$ cat config.mk
export PLATFORM = sky130hd
export DESIGN_NAME = control_unit
export DESIGN_NICKNAME = d
export VERILOG_FILES = /design/src/rtl/cpu_pkg.sv /design/src/rtl/opcode_decode.sv /design/src/rtl/control_unit.sv
export SDC_FILE = /design/constraint.sdc
export NUM_CORES = 1
export LEC_CHECK = 0
export ABC_AREA = 1
export CORE_MARGIN = 4
export CORE_UTILIZATION = 29
export DETAILED_ROUTE_END_ITERATION = 10
export PLACE_DENSITY_LB_ADDON = 0.3
export SLEW_MARGIN = 20
export SYNTH_ARGS = -nofsm -noshare
export SYNTH_HDL_FRONTEND = slang
export SYNTH_HIERARCHICAL = 1
export SYNTH_SLANG_ARGS = --single-unit
$ cat constraint.sdc
create_clock -name clk -period 1.7 [get_ports clk]
set_clock_uncertainty 0.1 [all_clocks]
set_input_delay 0.34 -clock clk [delete_from_list [all_inputs] [get_ports clk]]
set_output_delay 0.34 -clock clk [all_outputs]
set_load 0.005 [all_outputs]
$ cat src/rtl/cpu_pkg.sv
// Shared definitions for the 16-bit CPU control path: widths, opcodes,
// instruction classes, sequencer states and datapath mux select codes.
package cpu_pkg;

    localparam int WORD_SIZE     = 16;
    localparam int ALU_OP_SIZE   = 3;
    localparam int OPCODE_SIZE   = 5;
    localparam int REG_ADDR_SIZE = 3;

    // Fully specified opcodes; ALU classes are matched on the top two bits.
    localparam logic [OPCODE_SIZE-1:0] OP_JMP    = 5'b10000;
    localparam logic [OPCODE_SIZE-1:0] OP_BZ     = 5'b10001;
    localparam logic [OPCODE_SIZE-1:0] OP_LOAD   = 5'b11100;
    localparam logic [OPCODE_SIZE-1:0] OP_STORE  = 5'b11101;
    localparam logic [OPCODE_SIZE-1:0] OP_LOAD_I = 5'b11110;
    localparam logic [OPCODE_SIZE-1:0] OP_HALT   = 5'b11111;

    typedef enum logic [3:0] {
        CLS_ALU_R,
        CLS_ALU_I,
        CLS_JMP,
        CLS_BZ,
        CLS_LOAD,
        CLS_STORE,
        CLS_LOAD_I,
        CLS_HALT,
        CLS_UNDEF
    } op_class_t;

    typedef enum logic [2:0] {
        ST_FETCH,
        ST_DECODE,
        ST_EXEC,
        ST_MEM,
        ST_WB,
        ST_HALTED
    } state_t;

    // Datapath mux select encodings.
    localparam logic [1:0] PC_SEL_INC      = 2'd0;
    localparam logic [1:0] PC_SEL_BRANCH   = 2'd1;
    localparam logic [1:0] ADDR_SEL_PC     = 2'd0;
    localparam logic [1:0] ADDR_SEL_IR     = 2'd2;
    localparam logic [1:0] DIN_SEL_ALU     = 2'd0;
    localparam logic [1:0] DIN_SEL_MEM     = 2'd1;
    localparam logic [1:0] DIN_SEL_IMM     = 2'd2;
    localparam logic       IN2_SEL_IMM     = 1'b0;
    localparam logic       IN2_SEL_REG     = 1'b1;
    localparam logic       MEM_OUT_SEL_BUF1 = 1'b0;

    function automatic logic is_alu_class(input op_class_t c);
        return (c == CLS_ALU_R) || (c == CLS_ALU_I);
    endfunction

endpackage

$ cat src/rtl/opcode_decode.sv
// Combinational opcode classifier: maps IR[15:11] to an instruction class
// and extracts the ALU operation field.
module opcode_decode
    import cpu_pkg::*;
(
    input  logic [OPCODE_SIZE-1:0] opcode,
    output op_class_t              op_class,
    output logic [ALU_OP_SIZE-1:0] alu_op
);

    // Classify; anything not listed falls through to CLS_UNDEF (run as NOP).
    always_comb begin
        op_class = CLS_UNDEF;
        alu_op   = opcode[ALU_OP_SIZE-1:0];
        case (opcode[OPCODE_SIZE-1:OPCODE_SIZE-2])
            2'b00:   op_class = CLS_ALU_R;
            2'b01:   op_class = CLS_ALU_I;
            default: begin
                case (opcode)
                    OP_JMP:    op_class = CLS_JMP;
                    OP_BZ:     op_class = CLS_BZ;
                    OP_LOAD:   op_class = CLS_LOAD;
                    OP_STORE:  op_class = CLS_STORE;
                    OP_LOAD_I: op_class = CLS_LOAD_I;
                    OP_HALT:   op_class = CLS_HALT;
                    default:   op_class = CLS_UNDEF;
                endcase
            end
        endcase
    end

endmodule

$ cat src/rtl/control_unit.sv
// Multicycle sequencer for the 16-bit CPU. Outputs are a combinational
// function of state, instruction class and mem_ready, forced to zero while
// reset is held. Memory handshake: a request (mem_read or mem_write plus the
// address select) is held stable until the cycle in which mem_ready is 1;
// that cycle completes the access. mem_ready is ignored in other states.
module control_unit
    import cpu_pkg::*;
(
    input  logic                   clk,
    input  logic                   reset,
    input  logic [OPCODE_SIZE-1:0] opcode,
    input  logic [WORD_SIZE-1:0]   status_reg,
    input  logic                   mem_ready,
    output logic                   ALU_in2_mux,
    output logic                   mem_out_mux,
    output logic [1:0]             PC_mux,
    output logic [1:0]             memory_addr_mux,
    output logic [1:0]             data_in_mux,
    output logic                   reg_buff1_write,
    output logic                   reg_buff2_write,
    output logic                   status_reg_write,
    output logic                   ALU_out_write,
    output logic                   reg_write,
    output logic                   PC_write,
    output logic                   IR_write,
    output logic [ALU_OP_SIZE-1:0] ALU_op,
    output logic                   mem_read,
    output logic                   mem_write,
    output logic                   halted,
    output state_t                 state_dbg
);

    state_t                 state_q, state_d;
    op_class_t              op_class;
    logic [ALU_OP_SIZE-1:0] dec_alu_op;
    logic                   z_flag;
    logic                   unused_status;

    assign z_flag        = status_reg[0];
    assign unused_status = ^status_reg[WORD_SIZE-1:1];
    assign state_dbg     = state_q;

    opcode_decode u_decode (
        .opcode   (opcode),
        .op_class (op_class),
        .alu_op   (dec_alu_op)
    );

    // Next-state selection.
    always_comb begin
        state_d = state_q;
        case (state_q)
            ST_FETCH:  if (mem_ready) state_d = ST_DECODE;
            ST_DECODE: begin
                case (op_class)
                    CLS_ALU_R, CLS_ALU_I, CLS_JMP, CLS_BZ: state_d = ST_EXEC;
                    CLS_LOAD, CLS_STORE:                   state_d = ST_MEM;
                    CLS_LOAD_I:                            state_d = ST_WB;
                    CLS_HALT:                              state_d = ST_HALTED;
                    default:                               state_d = ST_FETCH;
                endcase
            end
            ST_EXEC:   state_d = is_alu_class(op_class) ? ST_WB : ST_FETCH;
            ST_MEM:    if (mem_ready) state_d = ST_FETCH;
            ST_WB:     state_d = ST_FETCH;
            ST_HALTED: state_d = ST_HALTED;
            default:   state_d = ST_FETCH;
        endcase
    end

    // State register; reset returns to FETCH and abandons any instruction.
    always_ff @(posedge clk or posedge reset) begin
        if (reset) state_q <= ST_FETCH;
        else       state_q <= state_d;
    end

    // Control outputs per state; everything not named stays 0.
    always_comb begin
        ALU_in2_mux      = IN2_SEL_IMM;
        mem_out_mux      = MEM_OUT_SEL_BUF1;
        PC_mux           = PC_SEL_INC;
        memory_addr_mux  = ADDR_SEL_PC;
        data_in_mux      = DIN_SEL_ALU;
        reg_buff1_write  = 1'b0;
        reg_buff2_write  = 1'b0;
        status_reg_write = 1'b0;
        ALU_out_write    = 1'b0;
        reg_write        = 1'b0;
        PC_write         = 1'b0;
        IR_write         = 1'b0;
        ALU_op           = '0;
        mem_read         = 1'b0;
        mem_write        = 1'b0;
        halted           = 1'b0;
        if (!reset) begin
            case (state_q)
                ST_FETCH: begin
                    memory_addr_mux = ADDR_SEL_PC;
                    mem_read        = 1'b1;
                    if (mem_ready) begin
                        IR_write = 1'b1;
                        PC_write = 1'b1;
                        PC_mux   = PC_SEL_INC;
                    end
                end
                ST_DECODE: begin
                    reg_buff1_write = 1'b1;
                    reg_buff2_write = 1'b1;
                end
                ST_EXEC: begin
                    if (is_alu_class(op_class)) begin
                        ALU_op           = dec_alu_op;
                        ALU_in2_mux      = (op_class == CLS_ALU_R) ? IN2_SEL_REG : IN2_SEL_IMM;
                        ALU_out_write    = 1'b1;
                        status_reg_write = 1'b1;
                    end else if (op_class == CLS_JMP || (op_class == CLS_BZ && z_flag)) begin
                        PC_write = 1'b1;
                        PC_mux   = PC_SEL_BRANCH;
                    end
                end
                ST_MEM: begin
                    if (op_class == CLS_LOAD) begin
                        memory_addr_mux = ADDR_SEL_IR;
                        mem_read        = 1'b1;
                        if (mem_ready) begin
                            reg_write   = 1'b1;
                            data_in_mux = DIN_SEL_MEM;
                        end
                    end else if (op_class == CLS_STORE) begin
                        memory_addr_mux = ADDR_SEL_IR;
                        mem_out_mux     = MEM_OUT_SEL_BUF1;
                        mem_write       = 1'b1;
                    end
                end
                ST_WB: begin
                    reg_write   = 1'b1;
                    data_in_mux = (op_class == CLS_LOAD_I) ? DIN_SEL_IMM : DIN_SEL_ALU;
                end
                ST_HALTED: halted = 1'b1;
                default: ;
            endcase
        end
    end

endmodule
==> impl_metrics.csv <==
group,metric,value,unit
finish,largest_reg_flops,3,
timing,timing.hold.ws,0.1561,ns
synthesis,yosys_warnings,6,
cts,clock_tree.buffer_depth,2,
floorplanning,initial_core_util,0.3214,
cts,ctsHoldBuffers,0,
placed_design,placed_cell_area,933.4,um^2
worst_setup_path,worstPathMaxFanout,3,
finish,finalInstanceArea,0.001464,mm^2
synthesis,netlist_area,506.7,um^2
status,violations,"setup timing",
cts,clk_pin_slew,0.06,ns
worst_setup_path,cp.buffers_inverters,5,
worst_setup_path,startpoint,"opcode[3]",
power,power_leakage,0.0008056,uW
placed_design,dpl.hpwl,1370,um
worst_setup_path,start_kind,"input pin",
worst_setup_path,arrival,1.52,ns
global_routing,first_global_vias,902,
drt,vias,1044,
drt,dr_wl_met3,276,um
synthesis,ys_seq_elements,3,
synthesis,synth.distinct_cells,17,
finish,utilization,0.9286,
cts,cts_sinks,3,
placed_design,port_buffers,29,
synthesis,yosysTopAreaCell,"nand2_1",
timing,rsz0062_at_grt,"yes",
worst_setup_path,crit_required,1.26,ns
flow_run,drv_cap,0,
floorplanning,core-area,0.001577,mm^2
global_routing,grt_pass1_wl,4436,um
cts,cts_root_buf,"clkbuf_4",
timing,final.period_utilization,1.155,
drt,wl,3676,um
timing,timing.final.ws_setup,-0.2639,ns
worst_setup_path,slowest_stage,"o21ai_1",
worst_setup_path,cp_common_cell,"buf_6",
drt,wl_met2,1867,um
cts,ctsHtreeMaxLevel,1,
finish,final_nets,202,
worst_setup_path,worstSetupPathType,"input pin to output pin",
finish,area_growth_syn_to_layout,188.9,%
drt,highest_layer,"met4",
floorplanning,die_y,49.80,um
status,outcome,"complete, but fails checks",
cts,insertion_delay,0.27,ns
global_routing,antenna_found_initial,0,
timing,period_needed,1.964,ns
worst_setup_path,cp_cell_sequence,"buf_12 > nand2_8 > buf_6 > nor2_4 > buf_6 > nor2_4 > buf_6 > nand4_1 > o21ai_1 > buf_2",
drt,drt_iter0_drc,49,
floorplanning,fp-row-count,14,
floorplanning,die_area,0.002480,mm^2
finish,drive_gt1_frac,0.7175,
power,power_density,1118,mW/mm^2
floorplanning,die_w,49.80,um
worst_setup_path,worstReg2RegEnd,"state_dbg[1]",
timing,slew_viol_final,0,
worst_setup_path,rr_worst_depth,10,
timing,setup_tns,-2.783,ns
worst_setup_path,crit_family,"buffers and inverters",
power,ir_drop,0.0009699,V
placed_design,place.gp.congestion,0.8422,
timing,setup_violations,20,
finish,antenna_cells,0,
drt,drc,0,
worst_setup_path,cp-end-kind,"output pin",
timing,max_freq,509.2,MHz
cts,cts_tree,"built",
global_routing,grt.total_usage,0.2448,
finish,fill_cells,59,
synthesis,synth_area_leaders,"nand2_1 (19%), dfrtp_1 (15%), inv_1 (14%)",
global_routing,grt.overflow.total,0,
synthesis,synth_top_area_share,0.1852,
synthesis,synth_area_per_cell,5.279,um^2
drt,vias_per_cell,5.409,
cts,cts_made_buffers,3,
worst_setup_path,critPathMaxStageDelay,0.20,ns
synthesis,seq_area_frac_synth,0.1481,
drt,ant_nets,0,
timing,hold_viol_final,0,
worst_setup_path,worstReg2RegStart,"state_dbg[0]",
drt,wl_met1,1370,um
drt,wire_per_inst,19.05,um
global_routing,grt_max_degree,10,
worst_hold_path,hp-class,"input pin to asynchronous set/reset pin",
worst_setup_path,r2r_slack,-0.05,ns
drt,first_pass_iters,4,
synthesis,netlist_instances,96,
floorplanning,io_pins,48,
[metal layers]
layer  up-vias  GRT usage
met1       502     0.2500
met3        19    0.05422
li1        449          -
met5         -          0
met4         0     0.1613
met2        74     0.4405
[synth_stat cells]
library cell and n:
o22ai_1 1, nand4_1 3, conb_1 1, buf_4 8, nand2_2 2, inv_2 1
inv_1 19, nor2_4 1, o21ai_0 2, nand2_1 25, dfrtp_1 3, nand3_1 4
nor2_1 19, nor4_1 1, nand3_2 2, nor2_2 2, o21ai_1 2
[through the flow]
step / std cells / total power (uW) / setup slack [ns]
finish: 193 / 1637 / -0.2639
detailed placement: 155 / 839.0 / -0.9417
CTS: 183 / 1293 / -0.2315
global placement: 155 / 826.5 / -0.9058
floorplan: 98 / 421.4 / 0.1143
global route: 193 / 1722 / -0.3072
[how the worst max path moves through the flow]
stage,to,depth (start not counted)
after floorplan,data_in_mux[1],5
final,PC_write,10
after global routing,PC_write,9
after global placement,mem_read,12
after detailed placement,mem_read,12
after CTS,ALU_op[2],7
[area by class of cell]
cell class                 count  area, um^2  area share
timing repair buffer          83       703.2      0.4803
multi-input combinational     67       551.8      0.3769
inverter                      20       85.08     0.05812
sequential                     3       77.57     0.05299
clock buffer                   4       26.28     0.01795
tap                           16       20.02     0.01368
[worst reg2reg max path, delay by kind of cell (launching register included)]
kind | cells | cell delay (ns)
simple gates | 2 | 0.14
flops | 1 | 0.45
buf+inv | 7 | 0.84
compound gates | 1 | 0.08
[logic make-up after synthesis]
kind of cell,count (synthesis),synth area share
buffers and inverters,28,0.2667
other,1,0.007400
AO/OA/AOI/OAI,5,0.05186
flip-flops,3,0.1481
AND/OR/NAND/NOR,59,0.5259
[timing repair]
item	4_1_cts	5_1_grt
resized for setup	152	43
pin swaps	35	29
buffers inserted	29	13
setup endpoints to repair	21	22
[report_power, final]
group | total (uW) | internal, uW | switching (uW)
Sequential | 157 | 108 | 48.7
Combinational | 1330 | 700 | 631
Clock | 150 | 89.5 | 60.1
Total | 1640 | 897 | 740
[placed cells by master (no fill, tap or decap), types with 4 or more instances in the layout]
cell      n
buf_2    15
buf_4    42
buf_6    15
inv_1     9
inv_2     7
inv_4     4
nand2_1  16
nand2_4   7
nor2_1    6
nor2_4   13
Note: power is estimated with default switching activity, not from simulation.
